$ cat src/rtl/elastic_pipeline_if.sv
// Handshake bundle for elastic_pipeline: upstream valid/ready/data, downstream
// valid/ready/data and the occupancy count. The pipeline uses the slave modport.
interface elastic_pipeline_if #(
    parameter int WIDTH = 32,
    parameter int DEPTH = 2
);
    localparam int CNT_W = $clog2(DEPTH + 1);

    logic             in_valid;
    logic             in_ready;
    logic [WIDTH-1:0] in_data;
    logic             out_valid;
    logic             out_ready;
    logic [WIDTH-1:0] out_data;
    logic [CNT_W-1:0] occupancy;

    modport slave (
        input  in_valid, in_data, out_ready,
        output in_ready, out_valid, out_data, occupancy
    );

    modport master (
        output in_valid, in_data, out_ready,
        input  in_ready, out_valid, out_data, occupancy
    );
endinterface

$ cat src/rtl/elastic_pipeline.sv
// Flow-controlled DEPTH-stage register pipeline with bubble collapse and an
// occupancy count. Defining PIPE_FLUSH_EN adds a flush input that empties all stages.
module elastic_pipeline #(
    parameter int WIDTH = 32,
    parameter int DEPTH = 2
) (
    input  logic clk,
    input  logic rst,
`ifdef PIPE_FLUSH_EN
    input  logic flush,
`endif
    elastic_pipeline_if.slave bus
);
    localparam int CNT_W = $clog2(DEPTH + 1);

    if (DEPTH < 1) begin : g_depthCheck
        $error("elastic_pipeline: DEPTH must be at least 1");
    end

    logic [DEPTH:1]   stageValid_q;
    logic [DEPTH:1]   stageValid_d;
    logic [WIDTH-1:0] stageData_q [1:DEPTH];
    logic [WIDTH-1:0] stageData_d [1:DEPTH];
    logic [DEPTH:1]   stageReady;
    logic [DEPTH:1]   upValid;
    logic [WIDTH-1:0] upData [1:DEPTH];
    logic [CNT_W-1:0] occupancy_q;
    logic [CNT_W-1:0] occupancy_d;
    logic             flushActive;
    logic             inXfer;
    logic             outXfer;

`ifdef PIPE_FLUSH_EN
    assign flushActive = flush;
`else
    assign flushActive = 1'b0;
`endif

    // A stage can accept when it is empty or the stage ahead of it can accept.
    always_comb begin
        logic chain;
        chain = !stageValid_q[DEPTH] || bus.out_ready;
        stageReady = '0;
        stageReady[DEPTH] = chain;
        for (int n = DEPTH - 1; n >= 1; n--) begin
            chain = !stageValid_q[n] || chain;
            stageReady[n] = chain;
        end
    end

    always_comb begin
        upValid[1] = bus.in_valid;
        upData[1]  = bus.in_data;
        for (int n = 2; n <= DEPTH; n++) begin
            upValid[n] = stageValid_q[n-1];
            upData[n]  = stageData_q[n-1];
        end
    end

    // Payload only moves with a valid word, so an empty stage keeps its last data.
    always_comb begin
        stageValid_d = stageValid_q;
        stageData_d  = stageData_q;
        for (int n = 1; n <= DEPTH; n++) begin
            if (stageReady[n]) begin
                stageValid_d[n] = upValid[n];
                if (upValid[n]) begin
                    stageData_d[n] = upData[n];
                end
            end
        end
    end

    assign inXfer      = bus.in_valid && bus.in_ready;
    assign outXfer     = stageValid_q[DEPTH] && bus.out_ready;
    assign occupancy_d = occupancy_q + CNT_W'(inXfer) - CNT_W'(outXfer);

    always_ff @(posedge clk) begin
        if (rst) begin
            stageValid_q <= '0;
            occupancy_q  <= '0;
            for (int n = 1; n <= DEPTH; n++) begin
                stageData_q[n] <= '0;
            end
        end else if (flushActive) begin
            stageValid_q <= '0;
            occupancy_q  <= '0;
        end else begin
            stageValid_q <= stageValid_d;
            stageData_q  <= stageData_d;
            occupancy_q  <= occupancy_d;
        end
    end

    assign bus.in_ready  = stageReady[1] && !flushActive;
    assign bus.out_valid = stageValid_q[DEPTH];
    assign bus.out_data  = stageData_q[DEPTH];
    assign bus.occupancy = occupancy_q;
endmodule

$ cat src/flat_wrapper.sv
// flat-port wrapper written by rule: the top's interface ports become plain ports
module elastic_pipeline_flat 
#(
    parameter int WIDTH = 32,
    parameter int DEPTH = 2
)
  (clk, rst, bus_in_valid, bus_in_data, bus_out_ready, bus_in_ready, bus_out_valid, bus_out_data, bus_occupancy);
  elastic_pipeline_if #(.WIDTH(WIDTH), .DEPTH(DEPTH)) bus_i ();
  input  logic clk;
  input  logic rst;
  input wire logic [$bits(bus_i.in_valid)-1:0] bus_in_valid;
  input wire logic [$bits(bus_i.in_data)-1:0] bus_in_data;
  input wire logic [$bits(bus_i.out_ready)-1:0] bus_out_ready;
  output wire logic [$bits(bus_i.in_ready)-1:0] bus_in_ready;
  output wire logic [$bits(bus_i.out_valid)-1:0] bus_out_valid;
  output wire logic [$bits(bus_i.out_data)-1:0] bus_out_data;
  output wire logic [$bits(bus_i.occupancy)-1:0] bus_occupancy;
  assign bus_i.in_valid = bus_in_valid;
  assign bus_i.in_data = bus_in_data;
  assign bus_i.out_ready = bus_out_ready;
  assign bus_in_ready = bus_i.in_ready;
  assign bus_out_valid = bus_i.out_valid;
  assign bus_out_data = bus_i.out_data;
  assign bus_occupancy = bus_i.occupancy;
  elastic_pipeline #(.WIDTH(WIDTH), .DEPTH(DEPTH)) u_core (.clk(clk), .rst(rst), .bus(bus_i));
endmodule
$ cat config.mk
export PLATFORM = sky130hd
export DESIGN_NAME = elastic_pipeline_flat
export DESIGN_NICKNAME = d
export VERILOG_FILES = /design/src/rtl/elastic_pipeline_if.sv /design/src/rtl/elastic_pipeline.sv /design/src/flat_wrapper.sv
export SDC_FILE = /design/constraint.sdc
export NUM_CORES = 1
export LEC_CHECK = 0
export CAP_MARGIN = 5
export CORE_AREA = 8 8 76 128
export DETAILED_ROUTE_END_ITERATION = 12
export DIE_AREA = 0 0 84 136
export PLACE_DENSITY = 0.73
export SLEW_MARGIN = 20
export SYNTH_ARGS = -nofsm -noshare
export SYNTH_HDL_FRONTEND = slang
export SYNTH_SLANG_ARGS = --single-unit
export TNS_END_PERCENT = 1
$ cat constraint.sdc
create_clock -name clk -period 4.6 [get_ports clk]
set_input_delay 1.38 -clock clk [delete_from_list [all_inputs] [get_ports clk]]
set_output_delay 1.38 -clock clk [all_outputs]
set_load 0.1 [all_outputs]
==> results.cfg, run 1 <==
[synthesis]
synth_area_leaders = dfxtp_1, nand2b_1, mux2i_1
synth-seq-cells = 68
yosysMostFrequentCell = dfxtp_1
yosysWarnings = 0
synth_edf_count = 0
synthArstFlopShare_pct = 0
syn_inst = 338
syn-num-nets = 376
synth_top_area_share_pct = 43.8
synthesis.area_um2 = 3110
avgSynthCellArea_um2 = 9.19
yosys-top-cells-count = dfxtp_1, nand2b_1, a21oi_1, buf_4
synth_top_cell_by_area = dfxtp_1
yosysSeqAreaShare_pct = 43.8
synth_cell_types = 24
synth-main-ff-cell = dfxtp_1

[power]
vdd_ir_drop_max_mv = 0.203
p_sw_uw = 405
power_leakage_uw = 0.00147
power_frac_clock_pct = 48.4
power_density_nw_per_um2 = 426
swShare_pct = 24.3
p_seq_share_pct = 38.0
comb_power_share_pct = 13.6
p_total_uw = 1670
intPower_uw = 1260

[grt]
grt_pass1_vias = 2343
grt_use_total_pct = 12.9
grt_max_degree = 64
grt_pass1_wl_um = 11800
antenna_found_initial = 0
gr-total-overflow = 0

[clock_network]
worst_skew_pair.late_latency_ps = 330
root_buffer = clkbuf_16
ctsHoldBuffers = 0
cts_buffers = 9
cts_resized = 0
post-cts-setup-buffer-count = 0
cts_buffer_depth = 2
clock-sinks = 68
cts_htree_levels = 3
cts_tree = done
clk_pin_slew_worst_paths_ps = 50

[die]
core_area_um2 = 8090
die_x_um = 84
io_pins = 72
rows = 44
chipHeight_um = 136
start_util_pct = 38.4
die_area_um2 = 11400

[worst_setup_path]
cp-start-kind = primary input
r2r_setup_slack_ps = 2800
crit_type = in -> out
path_max_fanout = 3
critPathArrivalTime_ps = 2260
crit_required_ps = 3220
reg2reg_depth = 5
cp-end-kind = output port

[drt]
drt_iter0_markers = 129
routed_via_density = 4.98
drc = 0
drt_wl_total_um = 6920
via_count = 2297
drtAntennaViolNets = 0
firstDrtPassIters = 4
avgRoutedWirePerCell_um = 15.0

[placement]
dp.cells = 445
globalplace.congestion = 0.769
io_buffers = 71
dp_hpwl_um = 4490

[timing]
post-route-min-period_ps = 3640
rsz0062_at_grt = false
fin_skew_ps = 4.45
fin_crit_sh_pct = 79.1
drv_slew = 0
max_slew_margin_pct = 31.9
hold_viol_final = 0
tightest_slew_ps = 1020
finalSetupTns_ps = 0
fmax_ghz = 0.275
setup_viol = 0

[job]
maxCapViolCount = 0

[min_path]
hp-class = reg -> reg
hold_path_depth = 2

[finish]
n_fill_cell = 779
nets = 402
num_antenna_cells = 0
layout-drive-gt1-share_pct = 7.05
instances_no_fill = 461
fin_util_pct = 48.4
area.growth.synth_to_final_pct = 26.1

[status]
status = finished clean
worst paths after layout:
path | startpoint | to
worst max-delay path | bus_out_ready | bus_in_ready
worst min-delay path | u_core.stageData_q[57] | u_core.bus.out_data[25]
worst max register to register | u_core.stageValid_q[2] | u_core.stageData_q[34]
worst min register to register | u_core.stageData_q[57] | u_core.bus.out_data[25]
area by class of cell:
| class | instances | area, µm² | area share (%) |
|---|---|---|---|
| clock buffers | 11 | 253 | 6.45 |
| clock inverters | 5 | 108 | 2.75 |
| inverters | 3 | 11.3 | 0.287 |
| multi-input cells | 206 | 1320 | 33.6 |
| flip-flops and latches | 68 | 1360 | 34.7 |
| well taps | 92 | 115 | 2.94 |
| repair buffers | 76 | 753 | 19.2 |
cell families after synthesis:
| logic type | after synthesis | share of synthesized area (%) |
|---|---|---|
| muxes | 32 | 10.3 |
| adders and majority gates | 2 | 0.805 |
| DFF | 68 | 43.8 |
| xor gates and xnor gates | 2 | 0.564 |
| and+or+nand+nor | 103 | 19.5 |
| AOI/OAI and AO/OA | 67 | 11.0 |
| buffers and inverters | 64 | 14.1 |
critical path: stages:
cell	delay [ps]
clkdlybuf4s50_1	530
nor2b_4	50
nand2_1	110
buf_12	180
per-stage QoR:
step / setup WS, ps / hold WS [ps] / instance area, µm²
finish: 962 / 467 / 3920
global route: 912 / 490 / 3920
CTS: 954 / 469 / 3920
detailed placement: 959 / 460 / 3560
global placement: 969 / 449 / 3560
floorplan: 947 / 444 / 3110
registers in the layout (all words and copies together), names as in the netlist:
name                  flops
u_core.stageData_q       32
u_core.bus.occupancy      2
u_core.bus.out_data      32
u_core.stageValid_q       2
cells in the final DEF (no fill, tap or decap), types with 2 or more instances in the layout:
master,instances
a21oi_1,34
buf_4,5
bufinv_16,3
clkbuf_16,9
clkbuf_8,2
clkdlybuf4s50_1,69
clkinv_4,2
dfxtp_1,68
ha_1,2
inv_1,2
mux2i_1,32
nand2b_1,65
nand3_1,32
nor2_1,2
o21ai_0,9
o21ai_1,23
layer usage:
| layer | up-vias | part of all wire (%) | track usage, % |
|---|---|---|---|
| met5 | - | 0 | 0 |
| met4 | 0 | 1.8 | 6.95 |
| met1 | 1082 | 40 | 13.0 |
| met2 | 57 | 54 | 23.2 |
| li1 | 1150 | - | - |
| met3 | 8 | 4.6 | 3.78 |
power groups by stage:
stage	clock (µW)	sequential [µW]	combinational (µW)
after floorplan	0	666	154
final	807	634	227
after global routing	858	637	242
after global placement	0	645	227
after CTS	830	634	230
after detailed placement	0	646	230
No activity file was read; power rests on OpenSTA's default activity.
==> run 2: changes to the inputs <==
Clock period 4.6 ns to 3.4 ns, I/O delays scaled along.
==> run 2 against run 1 <==
Effect of this change:
- clock power grew 8.8%
- combinational power grew 34%
- setup slack worse by 480 ps
- first-iteration DRC count is 11% lower
- sequential share of layout area increased by 1.4 points
- sequential power increased by 35%
- final area is 4.0% lower
- wire length shrank 0.49%
- sequential cell count unchanged
- cell count unchanged
- worst hold slack about the same
- largest cell class unchanged
==> results.cfg, run 2 (synthesis gave the netlist of run 1 again) <==
[status]
status = finished clean

[clock_network]
cts_htree_levels = 3
clock-sinks = 68
clk_pin_slew_worst_paths_ps = 50
cts_buffers = 9
post-cts-setup-buffer-count = 0
worst_skew_pair.late_latency_ps = 330
ctsHoldBuffers = 0
root_buffer = clkbuf_16
cts_resized = 0
cts_buffer_depth = 2
cts_tree = done

[drt]
drtAntennaViolNets = 0
routed_via_density = 4.92
wl_met2_um = 3570
drt_wl_total_um = 6890
wl_met1_um = 2790
highest_layer = met4
firstDrtPassIters = 4
drt_iter0_markers = 115
met3WireLength_um = 331
drc = 0
avgRoutedWirePerCell_um = 14.9
via_count = 2267

[worst_setup_path]
path_max_fanout = 3
crit_required_ps = 2380
cp-end-kind = output port
crit_type = in -> out
critPathArrivalTime_ps = 1900
cp-start-kind = primary input

[finish]
layout_common_cells = dfxtp_1, nand2b_1, buf_4
nets = 402
num_antenna_cells = 0
area.growth.synth_to_final_pct = 21.1
instances_no_fill = 461
design_area_um2 = 3760
layout-drive-gt1-share_pct = 15.2
n_fill_cell = 775
final_common_cell = dfxtp_1

[power]
vdd_ir_drop_max_mv = 0.259
power_density_nw_per_um2 = 542
power_leakage_uw = 0.00150

[job]
maxCapViolCount = 0

[timing]
max_slew_margin_pct = 61.2
fin_crit_sh_pct = 86.0
fmax_ghz = 0.342
rsz0062_at_grt = false
fin_skew_ps = 3.91
finalSetupTns_ps = 0
tightest_slew_ps = 583
holdWs_ps = 467
drv_slew = 0
post-route-min-period_ps = 2920
hold_viol_final = 0
setup_viol = 0

[placement]
io_buffers = 71
dp.cells = 445
dp_hpwl_um = 4460
globalplace.congestion = 0.760
post_dp_cell_area_um2 = 3480

[die]
die_area_um2 = 11400
io_pins = 72
core_area_um2 = 8090
chipHeight_um = 136
die_x_um = 84
rows = 44
start_util_pct = 38.4

[grt]
grt_use_total_pct = 12.7
grt_pass1_wl_um = 11500
grt_max_degree = 101
grt_pass1_vias = 2328
gr-total-overflow = 0
antenna_found_initial = 0

[min_path]
hp-class = reg -> reg
## run 2: cell count changes in the layout (fill, tap and decap cells not counted)
cell / change
buf_12: +1
buf_4: +34
bufinv_16: -2
clkbuf_1: +5
clkbuf_8: -2
clkdlybuf4s50_1: -35
clkinv_2: +1
clkinv_4: -2
## run 2: path summary, 6_finish.rpt
| kind | start | end | slack, ps | cells past startpoint |
|---|---|---|---|---|
| worst max register to register | u_core.stageValid_q[2] | u_core.stageData_q[59] | 1620 | 5 |
| worst max-delay path | bus_out_ready | bus_in_ready | 480 | 4 |
| worst min register to register | u_core.stageData_q[57] | u_core.bus.out_data[25] | 470 | 2 |
| worst min-delay path | u_core.stageData_q[57] | u_core.bus.out_data[25] | 470 | 2 |
## run 2: layout make-up
class | instances | area, µm² | share of cell area, %
clock buffer | 14 | 244 | 6.49
clock inverter | 2 | 35.0 | 0.931
inverter | 3 | 11.3 | 0.299
multi-input combinational | 206 | 1320 | 35.0
sequential | 68 | 1360 | 36.2
tap | 92 | 115 | 3.06
timing repair buffer | 76 | 678 | 18.0
## run 2: metrics by stage
stage          setup slack [ps]  total power, µW  utilization [%]
6_report                    477             2040             46.5
5_1_grt                     443             2130             46.5
4_1_cts                     475             2070             46.5
3_5_place_dp                463             1180             43.0
3_3_place_gp                482             1180             43.0
2_1_floorplan               325             1110                -
## run 2: metal layers
| metal | GRT usage, % | vias to the layer above |
|---|---|---|
| met3 | 3.72 | 12 |
| met5 | 0 | - |
| met2 | 22.4 | 46 |
| met4 | 8.20 | 0 |
| li1 | - | 1148 |
| met1 | 12.6 | 1061 |
## run 2: worst max-delay path, cell delays in order
cell and delay, ps:
clkdlybuf4s50_1 530, nor2b_4 50, nand2_1 110, buf_12 180
## run 2: power breakdown
part           switching (µW)  internal, µW
registers                20.7           838
clock network             311           567
logic                     195           110
total                     526          1510
